`src/rtl/sqrt_operand_sequencer.sv`:
```
// ----------------------------------------------------------------------------
// sqrt_operand_sequencer
//
// Purpose:
//   Buffers 8-bit operands in a small FIFO and feeds them one at a time to a
//   multi-cycle integer square-root core. The core has no done flag. After
//   each start pulse the sequencer waits a fixed number of cycles, captures
//   the root and presents it downstream together with the operand that
//   produced it. The result is held until the consumer accepts it. Only one
//   operand is in the core at any time, so results leave in push order.
//
// Parameters:
//   DEPTH        operand FIFO depth. Must be a power of two, 2..16.
//   WAIT_CYCLES  cycles from the issue edge to the result capture edge.
//                Must be at least 34, which is the core's worst-case latency.
//
// Ports:
//   i_clk          single clock; all state changes on its rising edge
//   i_rst_n        asynchronous active-low reset
//   i_in_valid     upstream operand valid
//   o_in_ready     FIFO not full (an operand is accepted on valid && ready)
//   i_in_data      operand
//   o_core_s       one-cycle start pulse to the sqrt core
//   o_core_x       operand to the sqrt core
//   i_core_sqrt    root returned by the sqrt core
//   o_out_valid    result available (high only while holding a result)
//   i_out_ready    downstream accepts the result
//   o_out_data     captured root
//   o_out_operand  operand that produced o_out_data
//   o_check_err    (only with SQRT_SEQ_CHECK_EN) root failed the range check
//
// Optional feature:
//   Define SQRT_SEQ_CHECK_EN to add o_check_err. At the capture edge it
//   registers whether r*r > X or (r+1)*(r+1) <= X, computed in 16 bits. The
//   flag is held through HOLD and cleared when HOLD is left. With the macro
//   undefined, the port and its arithmetic are absent.
// ----------------------------------------------------------------------------
module sqrt_operand_sequencer #(
  parameter int DEPTH       = 4,
  parameter int WAIT_CYCLES = 40
) (
  input  logic       i_clk,
  input  logic       i_rst_n,
  input  logic       i_in_valid,
  output logic       o_in_ready,
  input  logic [7:0] i_in_data,
  output logic       o_core_s,
  output logic [7:0] o_core_x,
  input  logic [7:0] i_core_sqrt,
  output logic       o_out_valid,
  input  logic       i_out_ready,
  output logic [7:0] o_out_data,
  output logic [7:0] o_out_operand
`ifdef SQRT_SEQ_CHECK_EN
  ,
  output logic       o_check_err
`endif
);

  localparam int PTR_W  = $clog2(DEPTH);
  localparam int CNT_W  = $clog2(DEPTH + 1);
  localparam int WCNT_W = $clog2(WAIT_CYCLES);

  localparam logic [CNT_W-1:0]  FULL_COUNT = CNT_W'(DEPTH);
  localparam logic [WCNT_W-1:0] WAIT_LOAD  = WCNT_W'(WAIT_CYCLES - 1);

  typedef enum logic [1:0] {
    ST_IDLE,
    ST_ISSUE,
    ST_WAIT,
    ST_HOLD
  } state_t;

  // --------------------------------------------------------------------------
  // Declarations
  // --------------------------------------------------------------------------
  state_t            r_state;
  state_t            w_state_next;

  logic [7:0]        r_mem [DEPTH];
  logic [PTR_W-1:0]  r_wr_ptr;
  logic [PTR_W-1:0]  r_rd_ptr;
  logic [CNT_W-1:0]  r_count;

  logic [WCNT_W-1:0] r_wait_cnt;
  logic [7:0]        r_operand;
  logic [7:0]        r_out_data;

  logic              w_push;
  logic              w_pop;
  logic              w_capture;
  logic [7:0]        w_head;

  // --------------------------------------------------------------------------
  // Operand FIFO
  // --------------------------------------------------------------------------
  // A full FIFO refuses new operands. No bypass path exists, so even an
  // operand pushed in the same cycle as a pop waits for a free slot.
  assign o_in_ready = (r_count != FULL_COUNT);
  assign w_push     = i_in_valid && o_in_ready;
  assign w_head     = r_mem[r_rd_ptr];

  // The storage has no reset. Reset only clears the pointers and the count,
  // so stale entries are never read back.
  always_ff @(posedge i_clk) begin
    if (w_push) begin
      r_mem[r_wr_ptr] <= i_in_data;
    end
  end

  // DEPTH is a power of two, so the natural pointer overflow wraps modulo
  // DEPTH.
  always_ff @(posedge i_clk or negedge i_rst_n) begin
    if (!i_rst_n) begin
      r_wr_ptr <= '0;
      r_rd_ptr <= '0;
      r_count  <= '0;
    end else begin
      if (w_push) begin
        r_wr_ptr <= r_wr_ptr + PTR_W'(1);
      end
      if (w_pop) begin
        r_rd_ptr <= r_rd_ptr + PTR_W'(1);
      end
      case ({w_push, w_pop})
        2'b10:   r_count <= r_count + CNT_W'(1);
        2'b01:   r_count <= r_count - CNT_W'(1);
        default: r_count <= r_count;
      endcase
    end
  end

  // --------------------------------------------------------------------------
  // Sequencing FSM
  // --------------------------------------------------------------------------
  always_ff @(posedge i_clk or negedge i_rst_n) begin
    if (!i_rst_n) begin
      r_state <= ST_IDLE;
    end else begin
      r_state <= w_state_next;
    end
  end

  // During ISSUE, o_core_x comes straight from the FIFO head. That lets the
  // start pulse and the operand reach the core in the same cycle. In every
  // other state o_core_x shows the latched operand, so the core input stays
  // steady while the core computes.
  always_comb begin
    w_state_next = r_state;
    w_pop        = 1'b0;
    o_core_s     = 1'b0;
    o_core_x     = r_operand;
    o_out_valid  = 1'b0;
    case (r_state)
      ST_IDLE: begin
        if (r_count != '0) begin
          w_state_next = ST_ISSUE;
        end
      end
      ST_ISSUE: begin
        o_core_s     = 1'b1;
        o_core_x     = w_head;
        w_pop        = 1'b1;
        w_state_next = ST_WAIT;
      end
      ST_WAIT: begin
        if (r_wait_cnt == '0) begin
          w_state_next = ST_HOLD;
        end
      end
      ST_HOLD: begin
        o_out_valid = 1'b1;
        if (i_out_ready) begin
          w_state_next = ST_IDLE;
        end
      end
      default: begin
        w_state_next = ST_IDLE;
      end
    endcase
  end

  // --------------------------------------------------------------------------
  // Wait counter, operand latch and result capture
  // --------------------------------------------------------------------------
  // The counter loads WAIT_CYCLES-1 at the issue edge and then counts down
  // to zero. The capture edge therefore lands exactly WAIT_CYCLES edges
  // after the core saw the start pulse.
  assign w_capture = (r_state == ST_WAIT) && (r_wait_cnt == '0);

  always_ff @(posedge i_clk or negedge i_rst_n) begin
    if (!i_rst_n) begin
      r_wait_cnt <= '0;
      r_operand  <= '0;
      r_out_data <= '0;
    end else begin
      case (r_state)
        ST_ISSUE: begin
          r_wait_cnt <= WAIT_LOAD;
          r_operand  <= w_head;
        end
        ST_WAIT: begin
          if (w_capture) begin
            r_out_data <= i_core_sqrt;
          end else begin
            r_wait_cnt <= r_wait_cnt - WCNT_W'(1);
          end
        end
        default: begin
          r_wait_cnt <= r_wait_cnt;
        end
      endcase
    end
  end

  assign o_out_data    = r_out_data;
  assign o_out_operand = r_operand;

`ifdef SQRT_SEQ_CHECK_EN
  // --------------------------------------------------------------------------
  // Root range check
  // --------------------------------------------------------------------------
  // The check uses the root being captured at this edge (i_core_sqrt), so the
  // flag is valid in the first HOLD cycle. All arithmetic is 16 bits. For
  // r = 255, (r+1)^2 wraps to 0 and the check reports an error. That is
  // still correct, because 255 is never a valid root of an 8-bit operand.
  logic [15:0] w_root16;
  logic [15:0] w_root16_inc;
  logic [15:0] w_sq;
  logic [15:0] w_sq_inc;
  logic [15:0] w_operand16;
  logic        w_err;
  logic        r_check_err;

  assign w_root16     = {8'h00, i_core_sqrt};
  assign w_root16_inc = w_root16 + 16'd1;
  assign w_operand16  = {8'h00, r_operand};
  assign w_sq         = w_root16 * w_root16;
  assign w_sq_inc     = w_root16_inc * w_root16_inc;
  assign w_err        = (w_sq > w_operand16) || (w_sq_inc <= w_operand16);

  always_ff @(posedge i_clk or negedge i_rst_n) begin
    if (!i_rst_n) begin
      r_check_err <= 1'b0;
    end else if (w_capture) begin
      r_check_err <= w_err;
    end else if ((r_state == ST_HOLD) && i_out_ready) begin
      r_check_err <= 1'b0;
    end
  end

  assign o_check_err = r_check_err;
`endif

endmodule

```
`config.mk`:
```
export PLATFORM = sky130hd
export DESIGN_NAME = sqrt_operand_sequencer
export DESIGN_NICKNAME = d
export VERILOG_FILES = /design/src/rtl/sqrt_operand_sequencer.sv
export SDC_FILE = /design/constraint.sdc
export NUM_CORES = 1
export LEC_CHECK = 0
export CAP_MARGIN = 25
export CORE_MARGIN = 2
export CORE_UTILIZATION = 56
export CTS_CLUSTER_DIAMETER = 200
export CTS_CLUSTER_SIZE = 25
export DETAILED_ROUTE_END_ITERATION = 7
export PLACE_DENSITY = 0.84
export SYNTH_ARGS = -nofsm -noshare
export SYNTH_HDL_FRONTEND = slang
export SYNTH_SLANG_ARGS = --single-unit
```
`constraint.sdc`:
```
create_clock -name i_clk -period 5.2 [get_ports i_clk]
set_input_delay 1.3 -clock i_clk [delete_from_list [all_inputs] [get_ports i_clk]]
set_output_delay 1.3 -clock i_clk [all_outputs]
set_load 0.005 [all_outputs]
```
==> results.yml <==
pwr:
  power.density_nw_per_um2: 567
  total_power_mw: 1.92
  p_leak_nw: 1.34
  irDropWorstVdd_mv: 0.318
worst_hold_path:
  min_path_cells: 1
  holdCritPathClass: "flip-flop to flip-flop"
route:
  drt-pass1-iter-count: 4
  detail_route.iter0.violations: 97
  wl_met3_um: 173
  routedLengthMet1_um: 1980
  vias_per_cell: 5.58
  routed_wl_um: 5090
  antenna_left: 0
  wl_met2_um: 2810
  num_vias: 1556
  maxUsedRoutingLayer: "met4"
  detail_route.wl_per_cell_um: 18.2
  drc: 0
floorplanning:
  io_pins: 47
  die_h_um: 73.1
  core_area_um2: 4660
  die-area_um2: 5350
  die_x_um: 73.1
  initial_core_util: 0.574
  row_count: 25
clocking:
  clock_latency_ps: 340
  clock_path_buffers: 2
  cts_hold_buffers: 0
  cts-root-buf: "clkbuf_8"
  clk_pin_slew_ps: 70
  htree_levels: 3
  numCtsBuffers: 9
  cts_tree: "done"
  cts_resized: 0
  post_cts_buffers: 0
  cts_num_sinks: 63
synth:
  ys_types: 35
  async_reset_ff_frac: 0.492
  synth-seq-area-share: 0.649
  synth_area_leader_cell: "edfxtp_1"
  synth_top_cell_area_share: 0.359
  avgSynthCellArea_um2: 16.2
  synthFlopType: "edfxtp_1"
  synthCells: 165
  synth-seq-cells: 63
  synthesis.nets: 196
  synth_edf_count: 32
  syn_area_um2: 2680
  synthTopCellsByArea: "edfxtp_1, dfrtp_1, mux2_2"
  synth_warnings: 0
layout:
  ff_latch_area_um2: 1740
  multi_input_area_um2: 873
  final_cell_mix: "clkdlybuf4s50_1, edfxtp_1, dfrtp_1"
  nets: 251
  diodes: 0
  fillers: 294
  postLayoutCoreUtil: 0.727
  synthToLayoutAreaGrowth_pct: 26.6
  drive_gt1_frac: 0.204
  final_common_cell: "clkdlybuf4s50_1"
timing:
  finalSetupTns_ps: 0
  slew_headroom: 0.527
  tightest_slew_ps: 710
  period_needed_ps: 3700
  rsz0062_at_grt: "no"
  clock.fmax_mhz: 270
  min_period_over_period: 0.712
  holdWs_ps: 507
  final_hold_viol_count: 0
  finalSetupViolCount: 0
  fin_skew_ps: 6.21
  final_max_slew_viol_count: 0
grt:
  grt_pass1_vias: 1685
  grt_antenna_before_repair: 0
  grt.overflow.total: 0
  grt_max_degree: 32
  grt_pass1_wl_um: 8150
  grt_use_total: 0.216
critical_path:
  slowest_delay_ps: 640
  crit_path_top_delay_cell: "ha_1"
  cp_max_fo: 15
  cp-end-kind: "primary output"
  r2r_cells: 8
  worstPathArrival_ps: 2400
  crit_required_ps: 3900
  worstPathCellList: "inv_1 > ha_1 > mux2_2 > clkdlybuf4s50_1"
  cp-start-kind: "flip-flop"
  crit_type: "flip-flop to primary output"
placement:
  io_buffers: 46
  gp_congestion: 0.762
  dp_hpwl_um: 3700
run:
  maxCapViolCount: 0
status:
  status: "finished clean"
==> cell type report <==
| type | count | area share |
|---|---|---|
| Clock buffer | 10 | 0.0377 |
| Clock inverter | 6 | 0.0181 |
| Inverter | 14 | 0.0155 |
| Multi-Input combinational cell | 85 | 0.258 |
| Sequential cell | 63 | 0.513 |
| Tap cell | 54 | 0.0199 |
| Timing Repair Buffer | 47 | 0.138 |
==> cell usage after synthesis (2+ instances only) <==
master	count
edfxtp_1	32
dfrtp_1	31
mux2_2	17
inv_1	14
ha_1	10
nor2_1	9
mux4_2	8
and3_1	5
mux2i_1	4
a211oi_1	3
a21oi_1	3
xnor2_1	3
xor2_1	3
nand2_1	2
==> sequential cells by signal, summed over array words and instances (netlist names) <==
name / count
o_out_data: 8
r_wr_ptr: 2
r_state: 2
r_mem: 32
r_wait_cnt: 6
r_rd_ptr: 2
o_out_operand: 8
r_count: 3
==> metal layers <==
metal | global-route usage | vias up
li1 | - | 717
met1 | 0.241 | 789
met2 | 0.377 | 38
met3 | 0.0483 | 12
met4 | 0.119 | 0
met5 | 0 | -
==> cells by family (layout without fill, tap and decap cells) <==
kind of cell	after synthesis	count (layout)	synth area share
AOI/OAI and AO/OA	14	14	0.0407
and+or+nand+nor	25	25	0.0580
muxes	29	29	0.154
xor gates and xnor gates	6	6	0.0196
DFF	63	63	0.649
buffers and inverters	17	77	0.0243
adders and majority gates	11	11	0.0543
==> power by group <==
part | switching [mW] | total [mW] | internal [mW]
Sequential | 0.112 | 0.792 | 0.680
Combinational | 0.295 | 0.723 | 0.428
Clock | 0.188 | 0.406 | 0.219
Total | 0.594 | 1.92 | 1.33
==> path summary, 6_finish.rpt <==
path / from / endpoint / slack [ps]
max: r_state[1] / o_core_x[4] / 1500
min: o_out_data[5] / o_out_data[5] / 510
max reg2reg: r_state[1] / r_count[2] / 2710
min reg2reg: o_out_data[5] / o_out_data[5] / 510
max in group asynchronous: i_rst_n / o_out_operand[3] / 3540
min in group asynchronous: i_rst_n / o_out_operand[5] / 1360
==> metrics by stage <==
stage / area [µm²] / instances / setup slack, ps
after detailed placement: 3200 / 263 / 1850
after global routing: 3390 / 279 / 1390
after floorplan: 2680 / 165 / 2430
after CTS: 3390 / 279 / 1480
final: 3390 / 279 / 1500
after global placement: 3200 / 263 / 1910
==> worst max-delay path: cells and delay by family (launching register included) <==
kind	cells	cell delay, ps
buffers and inverters	2	600
muxes	1	420
DFF	1	400
adders and majority gates	1	640
No activity file was read; power rests on OpenSTA's default activity.
